===== src/rtl/mac_arb_pkg.sv =====
// Shared types and constants for the FP MAC round-robin arbiter.
package mac_arb_pkg;

  localparam int unsigned FP_W    = 32;
  localparam logic [2:0]  RND_RNE = 3'b000;

  typedef enum logic [1:0] {
    RUN   = 2'd0,
    DRAIN = 2'd1,
    DONE  = 2'd2
  } arb_state_t;

endpackage


===== src/rtl/mac_rsp_pipe.sv =====
// Fixed-latency response delay line: carries the one-hot owner tag and the
// MAC result from issue to the response port, shifting every cycle.
module mac_rsp_pipe #(
  parameter int unsigned PIPE_LAT = 2,
  parameter int unsigned NUM_REQ  = 2,
  parameter int unsigned FP_W     = mac_arb_pkg::FP_W
) (
  input  logic               clk,
  input  logic               reset,
  input  logic [NUM_REQ-1:0] in_tag,
  input  logic [FP_W-1:0]    in_data,
  output logic [NUM_REQ-1:0] out_tag,
  output logic [FP_W-1:0]    out_data,
  output logic               busy
);

  logic [NUM_REQ-1:0] tag_q  [PIPE_LAT];
  logic [FP_W-1:0]    data_q [PIPE_LAT];

  // Stage 1 captures the issue, later stages shift unconditionally; data is
  // zeroed on empty slots so the output needs no extra gating.
  always_ff @(posedge clk) begin
    if (reset) begin
      for (int unsigned i = 0; i < PIPE_LAT; i++) begin
        tag_q[i]  <= '0;
        data_q[i] <= '0;
      end
    end else begin
      tag_q[0]  <= in_tag;
      data_q[0] <= (|in_tag) ? in_data : '0;
      for (int unsigned i = 1; i < PIPE_LAT; i++) begin
        tag_q[i]  <= tag_q[i-1];
        data_q[i] <= data_q[i-1];
      end
    end
  end

  // Busy whenever any stage holds a result.
  always_comb begin
    busy = 1'b0;
    for (int unsigned i = 0; i < PIPE_LAT; i++) begin
      busy = busy | (|tag_q[i]);
    end
  end

  assign out_tag  = tag_q[PIPE_LAT-1];
  assign out_data = data_q[PIPE_LAT-1];

endmodule


===== src/rtl/mac_rr_arbiter.sv =====
// Round-robin arbiter sharing one external FP MAC between NUM_REQ requesters,
// with a fixed-latency tagged response path and a drain handshake.
module mac_rr_arbiter
  import mac_arb_pkg::*;
#(
  parameter int unsigned NUM_REQ  = 2,
  parameter int unsigned PIPE_LAT = 2
) (
  input  logic                    clk,
  input  logic                    reset,
  input  logic [NUM_REQ-1:0]      req_valid,
  output logic [NUM_REQ-1:0]      req_ready,
  input  logic [NUM_REQ*FP_W-1:0] req_a,
  input  logic [NUM_REQ*FP_W-1:0] req_b,
  input  logic [NUM_REQ*FP_W-1:0] req_c,
  output logic [FP_W-1:0]         mac_a,
  output logic [FP_W-1:0]         mac_b,
  output logic [FP_W-1:0]         mac_c,
  output logic [2:0]              mac_rnd,
  input  logic [FP_W-1:0]         mac_z,
  output logic [NUM_REQ-1:0]      rsp_valid,
  output logic [FP_W-1:0]         rsp_data,
  input  logic                    drain,
  output logic                    drain_done,
  output logic                    busy
);

  localparam int unsigned PTR_W = $clog2(NUM_REQ);

  arb_state_t         state_q, state_d;
  logic [PTR_W-1:0]   rr_ptr, gnt_idx, cand, ptr_next;
  logic [NUM_REQ-1:0] gnt_oh;
  logic               gnt_found, grant_en, transfer, pipe_busy;

  assign grant_en = (state_q == RUN) && !drain && !reset;

  // First valid requester searching upward from rr_ptr, wrapping at NUM_REQ.
  always_comb begin
    gnt_found = 1'b0;
    gnt_idx   = '0;
    gnt_oh    = '0;
    cand      = '0;
    if (grant_en) begin
      for (int unsigned k = 0; k < NUM_REQ; k++) begin
        cand = PTR_W'((32'(rr_ptr) + k) % NUM_REQ);
        if (!gnt_found && req_valid[cand]) begin
          gnt_found    = 1'b1;
          gnt_idx      = cand;
          gnt_oh[cand] = 1'b1;
        end
      end
    end
  end

  assign req_ready = gnt_oh;
  assign transfer  = |(req_valid & gnt_oh);
  assign ptr_next  = (gnt_idx == PTR_W'(NUM_REQ - 1)) ? '0 : gnt_idx + PTR_W'(1);

  // Operand mux towards the MAC; zero when nobody is granted.
  always_comb begin
    mac_a = '0;
    mac_b = '0;
    mac_c = '0;
    for (int unsigned k = 0; k < NUM_REQ; k++) begin
      if (gnt_oh[k]) begin
        mac_a = req_a[k*FP_W +: FP_W];
        mac_b = req_b[k*FP_W +: FP_W];
        mac_c = req_c[k*FP_W +: FP_W];
      end
    end
  end

  assign mac_rnd = RND_RNE;

  // Round-robin pointer advances past the winner only on a real transfer.
  always_ff @(posedge clk) begin
    if (reset) begin
      rr_ptr <= '0;
    end else if (transfer) begin
      rr_ptr <= ptr_next;
    end
  end

  // Drain sequencing; DRAIN runs to completion regardless of drain.
  always_comb begin
    state_d = state_q;
    case (state_q)
      RUN:     if (drain)      state_d = DRAIN;
      DRAIN:   if (!pipe_busy) state_d = DONE;
      DONE:    if (!drain)     state_d = RUN;
      default:                 state_d = RUN;
    endcase
  end

  // State register.
  always_ff @(posedge clk) begin
    if (reset) begin
      state_q <= RUN;
    end else begin
      state_q <= state_d;
    end
  end

  mac_rsp_pipe #(
    .PIPE_LAT (PIPE_LAT),
    .NUM_REQ  (NUM_REQ),
    .FP_W     (FP_W)
  ) u_rsp_pipe (
    .clk      (clk),
    .reset    (reset),
    .in_tag   (req_valid & gnt_oh),
    .in_data  (mac_z),
    .out_tag  (rsp_valid),
    .out_data (rsp_data),
    .busy     (pipe_busy)
  );

  assign busy       = pipe_busy;
  assign drain_done = (state_q == DONE);

endmodule


===== config.mk =====
export PLATFORM = sky130hd
export DESIGN_NAME = mac_rr_arbiter
export DESIGN_NICKNAME = d
export VERILOG_FILES = /design/src/rtl/mac_arb_pkg.sv /design/src/rtl/mac_rsp_pipe.sv /design/src/rtl/mac_rr_arbiter.sv
export SDC_FILE = /design/constraint.sdc
export NUM_CORES = 1
export LEC_CHECK = 0
export ABC_AREA = 1
export CAP_MARGIN = 30
export CORE_AREA = 2 2 142 144
export DETAILED_ROUTE_END_ITERATION = 10
export DIE_AREA = 0 0 144 146
export HOLD_SLACK_MARGIN = 0.03
export PLACE_DENSITY = 0.53
export SLEW_MARGIN = 20
export SYNTH_ARGS = -nofsm -noshare
export SYNTH_HDL_FRONTEND = slang
export SYNTH_SLANG_ARGS = --single-unit

===== constraint.sdc =====
create_clock -name clk -period 1.82 [get_ports clk]
set_clock_uncertainty 0.2 [all_clocks]
set_input_delay 0.182 -clock clk [delete_from_list [all_inputs] [get_ports clk]]
set_output_delay 0.182 -clock clk [all_outputs]
set_load 0.03 [all_outputs]

# ---- Word level (Yosys, flattened, before mapping)
# Memory sizes are Yosys's and may differ from the RTL's.
# Cells that the tools add are included.
dict set report word_totals {
  register_bits 3
  ram_bits 68
  out_inout_bits 137
  memories 2
}
# memory words width rd rd_clocked_by_memory_dff wr line_no
set memory_table {}
lappend memory_table {u_rsp_pipe.data_q 2 32 2 0 2 mac_rsp_pipe.sv:18} ;# logic [FP_W-1:0] data_q [PIPE_LAT];
lappend memory_table {u_rsp_pipe.tag_q 2 2 2 0 2 mac_rsp_pipe.sv:17} ;# logic [NUM_REQ-1:0] tag_q [PIPE_LAT];
dict set report op_classes {
  addsub 2
  order_cmp 4
  n_eq_ne 5
  mux 36
  n_bitwise 7
  reduce_logical 13
}
# operator count
set ops {}
lappend ops {{$mux W32} 9}
lappend ops {{$mux W2} 9}
lappend ops {{$mux W1} 15}
lappend ops {{$ne A2 B2 Y1 const B} 3}
lappend ops {{$pmux W2 S3} 1}
lappend ops {{$reduce_or A2 Y1} 3}
lappend ops {{$logic_and A1 B1 Y1} 5}
lappend ops {{$or A1 B1 Y1} 5}
lappend ops {{$lt A1 B2 Y1 const B} 2}
lappend ops {{$logic_not A1 Y1} 3}
lappend ops {{$reduce_and A3 Y1} 1}
lappend ops {{$add A1 B1 Y1 const B} 2}
lappend ops {{$and A2 B2 Y2} 1}
lappend ops {{$demux W1 S1} 2}
lappend ops {{$eq A2 B1 Y1 const B} 1}
lappend ops {{$eq A2 B2 Y1 const B} 1}
lappend ops {{$ge A1 B1 Y1 const B} 2}
lappend ops {{$logic_not A2 Y1} 1}
lappend ops {{$or A2 B2 Y2} 1}

# ---- Longest topological paths before layout
dict set report logic_depth {
  word_depth 13
  ltp_mapped 10
  mapped_depth_nobuf 7
}

# ---- Hierarchy
# A second synthesis with hierarchy kept.
dict set report hier_totals {
  hier_cells 593
  area_unflattened_um2 3741.1
}
# mod instances cells_each area_each_um2
set by_module_without_submodules {}
lappend by_module_without_submodules {mac_rsp_pipe 1 252 2309.7}
lappend by_module_without_submodules {mac_rr_arbiter 1 341 1431.4}

# ---- Least setup slack after synthesis
# OpenSTA, ideal clock, no wires.
dict set report synth_path {
  path_kind {reg-to-output}
  start {reg state_q[0]}
  end {out mac_a[22]}
  arrival_time_ns 1.370
  slack_ns 0.068
  path_stages_with_launch 9
  path_buffers 1
  cell_sequence {dfxtp_1 -> inv_1 -> nand2_1 -> nor2_8 -> nand2_2 -> inv_2 -> buf_2 -> nand2_1 -> nand2_1}
}
dict set report synth_between {
  elab_cells_between_ends 6
  classes_between {3 x mux; 3 x reduce/logical}
}
# item line_no
set synth_rtl {}
lappend synth_rtl {{start, declared} mac_rr_arbiter.sv:30} ;# arb_state_t state_q, state_d;
lappend synth_rtl {{start signal, assigned} mac_rr_arbiter.sv:100} ;# state_q <= state_d;
lappend synth_rtl {{$logic_not A2 Y1} mac_rr_arbiter.sv:35} ;# assign grant_en = (state_q == RUN) && !drain && !reset;
lappend synth_rtl {{$logic_and A1 B1 Y1 (2 in series)} mac_rr_arbiter.sv:35}
lappend synth_rtl {{$mux W2} mac_rr_arbiter.sv:43} ;# if (grant_en) begin
lappend synth_rtl {{via req_ready[1]} mac_rr_arbiter.sv:12} ;# output logic [NUM_REQ-1:0] req_ready,
lappend synth_rtl {{$mux W32} mac_rr_arbiter.sv:65} ;# if (gnt_oh[k]) begin
lappend synth_rtl {{end, declared} mac_rr_arbiter.sv:16} ;# output logic [FP_W-1:0] mac_a,
# The timed path passes the listed nets, and every way through them passes these cells.

# ---- Worst setup path after layout
dict set report layout_path {
  start {reg rr_ptr}
  end {out mac_c[9]}
}
dict set report layout_between {
  elab_chain_cells 11
  elab_cells_between_ends 26
  classes_between {1 x add/sub; 4 x order compare; 16 x mux; 1 x bitwise; 4 x reduce/logical}
}
# item line_no
set layout_lines {}
lappend layout_lines {{start, declared} mac_rr_arbiter.sv:31} ;# logic [PTR_W-1:0] rr_ptr, gnt_idx, cand, ptr_next;
lappend layout_lines {{start signal, assigned} mac_rr_arbiter.sv:80} ;# rr_ptr <= ptr_next;
lappend layout_lines {{$lt A1 B2 Y1 (implied by the code) / $ge A1 B1 Y1 (equally long branches)} mac_rr_arbiter.sv:49} ;# gnt_oh[cand] = 1'b1;
lappend layout_lines {{$logic_and A1 B1 Y1 (implied by the code)} mac_rr_arbiter.sv:49}
lappend layout_lines {{$mux W1 (implied by the code)} mac_rr_arbiter.sv:49}
lappend layout_lines {{$demux W1 S1} mac_rr_arbiter.sv:49}
lappend layout_lines {{$mux W2} mac_rr_arbiter.sv:46} ;# if (!gnt_found && req_valid[cand]) begin
lappend layout_lines {{$mux W2} mac_rr_arbiter.sv:43}
lappend layout_lines {{$or A2 B2 Y2 (no source line)} --}
lappend layout_lines {{$mux W2 (*)} mac_rr_arbiter.sv:46}
lappend layout_lines {{$mux W2 (*)} mac_rr_arbiter.sv:43}
lappend layout_lines {{$mux W32} mac_rr_arbiter.sv:65}
lappend layout_lines {{$mux W32 (*)} mac_rr_arbiter.sv:65}
lappend layout_lines {{end, declared} mac_rr_arbiter.sv:18} ;# output logic [FP_W-1:0] mac_c,
# Every way passes the cells marked *; elsewhere a longest branch is shown, timed or not. The select of a mux whose other input is x is not followed.

==> report_table.html <==
<table>
<tr><th>Metric</th><th>Value</th></tr>
<tr><th colspan="2">Yosys</th></tr>
<tr><td>Cell taking the most area after synthesis</td><td>dfxtp_1</td></tr>
<tr><td>Largest cells by area after synthesis</td><td>dfxtp_1 38%, nand2_1 23%, nand3_1 13%, buf_4 7.7%, inv_1 7.1%</td></tr>
<tr><td>Number of different library cells in the post-synthesis netlist</td><td>19</td></tr>
<tr><td>Ys async rst share</td><td>0%</td></tr>
<tr><td>Ys flop type</td><td>dfxtp_1</td></tr>
<tr><td>Flip-flop and latch count after synthesis</td><td>71</td></tr>
<tr><td>Area share of the leading cell type in the synthesized netlist</td><td>37.6%</td></tr>
<tr><td>EDFF count, synth</td><td>0</td></tr>
<tr><td>Sequential fraction of the synthesis area</td><td>37.6%</td></tr>
<tr><td>Mean post-synth cell area</td><td>6.29 um2</td></tr>
<tr><td>Yosys warning total</td><td>0</td></tr>
<tr><td>Synthesized instance count</td><td>601</td></tr>
<tr><td>Post-synth design cell area</td><td>3780 um2</td></tr>
<tr><th colspan="2">Cells and area</th></tr>
<tr><td>Fin nets</td><td>1192</td></tr>
<tr><td>Layout overhead on the synthesized area</td><td>143%</td></tr>
<tr><td>Ratio of cells with drive above 1 in the final layout</td><td>30.9%</td></tr>
<tr><td>Most common library cell in the layout ignoring fill and taps</td><td>clkdlybuf4s50_1</td></tr>
<tr><td>Most frequent cells in the layout</td><td>258 x clkdlybuf4s50_1, 160 x nand2_1, 91 x buf_6, 68 x inv_1, 68 x dfxtp_1</td></tr>
<tr><td>Util after Layout</td><td>47.6%</td></tr>
<tr><td>Post-layout instance count excluding filler cells</td><td>1235</td></tr>
<tr><th colspan="2">Critical path</th></tr>
<tr><td>Nature of the critical path endpoint</td><td>output pin</td></tr>
<tr><td>Crit path capture</td><td>mac_c[9]</td></tr>
<tr><td>Worst reg2reg path endpoint</td><td>u_rsp_pipe.data_q[0][25]</td></tr>
<tr><td>Buf/Inv on CP</td><td>5</td></tr>
<tr><td>WP data required</td><td>1.44 ns</td></tr>
<tr><td>Type of the worst setup path</td><td>flop to output pin</td></tr>
<tr><td>Stage delay of the slowest cell on the critical path</td><td>0.33 ns</td></tr>
<tr><td>Stages on worst setup path</td><td>8</td></tr>
<tr><td>Startpoint class of the critical path</td><td>flop</td></tr>
<tr><td>Worst r2r path cells</td><td>9</td></tr>
<tr><td>Highest-delay cell along the critical path</td><td>dfxtp_2</td></tr>
<tr><td>Critical register-to-register path startpoint</td><td>state_q[0]</td></tr>
<tr><td>Arrival time at the worst endpoint</td><td>1.64 ns</td></tr>
<tr><td>Max FO, Critical Path</td><td>5</td></tr>
<tr><td>Largest delay contributor family on the critical path</td><td>buffers and inverters</td></tr>
<tr><td>CP startpoint</td><td>rr_ptr</td></tr>
<tr><td>Series of cell instances along the critical path</td><td>buf_6 -&gt; a21oi_4 -&gt; buf_12 -&gt; buf_12 -&gt; clkbuf_16 -&gt; nand3_2 -&gt; nand2_2 -&gt; buf_6</td></tr>
<tr><td>R2R Setup Slk</td><td>0.15 ns</td></tr>
<tr><th colspan="2">Die</th></tr>
<tr><td>Initial standard-cell utilization of the core</td><td>19.5%</td></tr>
<tr><td>Number of top-level design ports</td><td>366</td></tr>
<tr><td>Die ar.</td><td>21000 um2</td></tr>
<tr><td>Standard cell core area</td><td>19300 um2</td></tr>
<tr><td>Number of rows in the core area</td><td>51</td></tr>
<tr><td>Die X</td><td>144 um</td></tr>
<tr><td>Die H</td><td>146 um</td></tr>
<tr><th colspan="2">STA</th></tr>
<tr><td>Unrepaired setup endpoints after global routing</td><td>true</td></tr>
<tr><td>Hold violation total from the final report</td><td>0</td></tr>
<tr><td>Maximum frequency from static timing analysis</td><td>494 MHz</td></tr>
<tr><td>PnR worst setup slack</td><td>-0.203 ns</td></tr>
<tr><td>Count of pins over their slew limit</td><td>0</td></tr>
<tr><td>Final clock period utilization by the worst path</td><td>111%</td></tr>
<tr><td>Post-route minimum period</td><td>2.02 ns</td></tr>
<tr><td>Post-Route Setup TNS</td><td>-15.27 ns</td></tr>
<tr><td>Final setup violation count</td><td>97</td></tr>
<tr><th colspan="2">Placement</th></tr>
<tr><td>Final GP Congestion</td><td>0.893</td></tr>
<tr><td>Number of placed instances with taps included</td><td>1191</td></tr>
<tr><td>Detailed placer's ending HPWL</td><td>13800 um</td></tr>
<tr><td>Count of port buffers added during placement</td><td>362</td></tr>
<tr><td>Worst Setup Slack post-DPL</td><td>-0.335 ns</td></tr>
<tr><th colspan="2">Global route</th></tr>
<tr><td>Largest net degree at the start of global routing</td><td>37</td></tr>
<tr><td>Vias in the first global route</td><td>4949</td></tr>
<tr><td>Gr usage total</td><td>17.1%</td></tr>
<tr><td>Residual overflow from global routing</td><td>0</td></tr>
<tr><td>First-pass GRT wire length</td><td>27700 um</td></tr>
<tr><td>Number of antenna violations at the first check in global routing</td><td>2</td></tr>
<tr><th colspan="2">Outcome</th></tr>
<tr><td>Failing checks</td><td>setup timing</td></tr>
<tr><td>Result of the run</td><td>complete, but fails checks</td></tr>
<tr><th colspan="2">Routing</th></tr>
<tr><td>Initial detailed-routing violation count</td><td>140</td></tr>
<tr><td>Number of vias after detailed routing</td><td>4964</td></tr>
<tr><td>Mean number of vias per cell</td><td>4.02</td></tr>
<tr><td>Routed wire per std cell</td><td>15.5 um</td></tr>
<tr><td>Drt drc</td><td>0</td></tr>
<tr><td>Total iterations of the first detailed-routing run</td><td>6</td></tr>
<tr><td>Drt total wl</td><td>19100 um</td></tr>
<tr><td>Number of antenna-violating nets in the routed design</td><td>0</td></tr>
<tr><th colspan="2">Power</th></tr>
<tr><td>P_sw</td><td>1.38 mW</td></tr>
<tr><td>Leakage dissipation</td><td>4.32 nW</td></tr>
<tr><td>Comb pwr share</td><td>34.2%</td></tr>
<tr><td>Power share of the sequential group</td><td>33.2%</td></tr>
<tr><td>Largest vdd supply drop</td><td>0.000326 V</td></tr>
<tr><td>Clock power share</td><td>32.5%</td></tr>
<tr><td>Total chip power</td><td>4.86 mW</td></tr>
<tr><td>Cell-internal power</td><td>3.49 mW</td></tr>
<tr><td>Switching fraction of total power</td><td>28.3%</td></tr>
<tr><td>P per Cell Area</td><td>529 nW/um2</td></tr>
<tr><th colspan="2">Worst hold path</th></tr>
<tr><td>Worst hold-check path type</td><td>input port to flop</td></tr>
<tr><th colspan="2">Clocking</th></tr>
<tr><td>Number of sinks on the clock net</td><td>71</td></tr>
<tr><td>Clk pin slew, worst setup/hold paths</td><td>0.05 ns</td></tr>
<tr><td>Number of buffers created by CTS</td><td>9</td></tr>
<tr><td>H-tree levels</td><td>3</td></tr>
<tr><td># hold bufs at CTS</td><td>0</td></tr>
<tr><td>Root cell of the clock tree</td><td>clkbuf_16</td></tr>
<tr><td>Clock tree from TritonCTS</td><td>yes</td></tr>
<tr><td>Worst-Skew Late Latency</td><td>0.31 ns</td></tr>
<tr><td>Maximum clock insertion buffer count</td><td>2</td></tr>
<tr><th colspan="2">Flow run</th></tr>
<tr><td>Number of max-cap violations</td><td>0</td></tr>
</table>
==> worst min path at each step <==
stage / startpoint / endpoint / slack, ns / cells past startpoint
2_1_floorplan: mac_z[0] / u_rsp_pipe.data_q[0][0] / 0.08 / 2
3_3_place_gp: u_rsp_pipe.data_q[0][17] / u_rsp_pipe.data_q[0][49] / 0.19 / 2
3_5_place_dp: u_rsp_pipe.data_q[0][24] / u_rsp_pipe.data_q[0][56] / 0.19 / 2
4_1_cts: drain / state_q[1] / 0.1 / 3
5_1_grt: drain / state_q[1] / 0.13 / 3
6_report: drain / state_q[1] / 0.11 / 3
==> cell usage after synthesis (2+ instances only) <==
master,n
a21oi_2,2
a21oi_1,3
nand2_2,2
clkbuf_1,9
buf_6,5
buf_2,15
inv_1,71
inv_2,4
buf_4,39
nand2_1,231
nand3_1,98
buf_1,6
nor3_1,2
dfxtp_1,71
nor2_1,39
==> power by group through the flow <==
stage          sequential, mW  combinational (mW)  clock, mW
2_1_floorplan            1.64               0.526          0
3_3_place_gp             1.65                1.37          0
3_5_place_dp             1.65                1.37          0
4_1_cts                  1.61                1.61       1.63
5_1_grt                  1.62                1.77       1.70
6_report                 1.61                1.67       1.58
==> layout make-up <==
| type | instances | area, um2 |
|---|---|---|
| Fill cell | 1866 | 10100 |
| Timing Repair Buffer | 422 | 4760 |
| Multi-Input combinational cell | 383 | 2100 |
| Sequential cell | 71 | 1430 |
| Tap cell | 265 | 332 |
| Inverter | 75 | 294 |
| Clock buffer | 11 | 243 |
| Clock inverter | 5 | 33.8 |
| Timing Repair inverter | 1 | 8.76 |
| Antenna cell | 2 | 5.00 |
==> flip-flops by register name (all words and copies together), names as in the netlist <==
signal             flops
rr_ptr                 1
state_q                2
u_rsp_pipe.data_q     64
u_rsp_pipe.tag_q       4
==> cells by family after synthesis <==
| group | after synthesis | share of synthesized area (%) |
|---|---|---|
| simple gates | 374 | 41.1 |
| flops | 71 | 37.6 |
| buf+inv | 149 | 20.2 |
| other cells | 1 | 0.0992 |
| compound gates | 6 | 1.06 |
==> stage by stage <==
stage / instance area (um2) / hold WS (ns)
floorplan: 3790 / 0.0796
global placement: 7560 / 0.189
detailed placement: 7560 / 0.192
CTS: 8940 / 0.0991
global route: 9200 / 0.127
finish: 9200 / 0.106
==> tightest hold or removal path, stage by stage <==
cell	delay, ns
dlygate4sd2_1	0.26
nand2_1	0.08
a21oi_1	0.05
==> timing repair <==
action / in CTS / in global routing
endpoints found under the setup margin: 100 / 99
resized for setup: 216 / 63
pin swaps: 51 / 43
cloned: 10 / 6
buffers inserted: 15 / 2
==> metal layers <==
| layer | vias up | routed length, um | global-route usage [%] |
|---|---|---|---|
| li1 | 2503 | - | - |
| met1 | 2230 | 7180 | 18.5 |
| met2 | 207 | 10200 | 32.0 |
| met3 | 22 | 1460 | 4.97 |
| met4 | 2 | 323 | 4.71 |
| met5 | - | 9 | 0 |
Power figures use the tool's default switching activity.
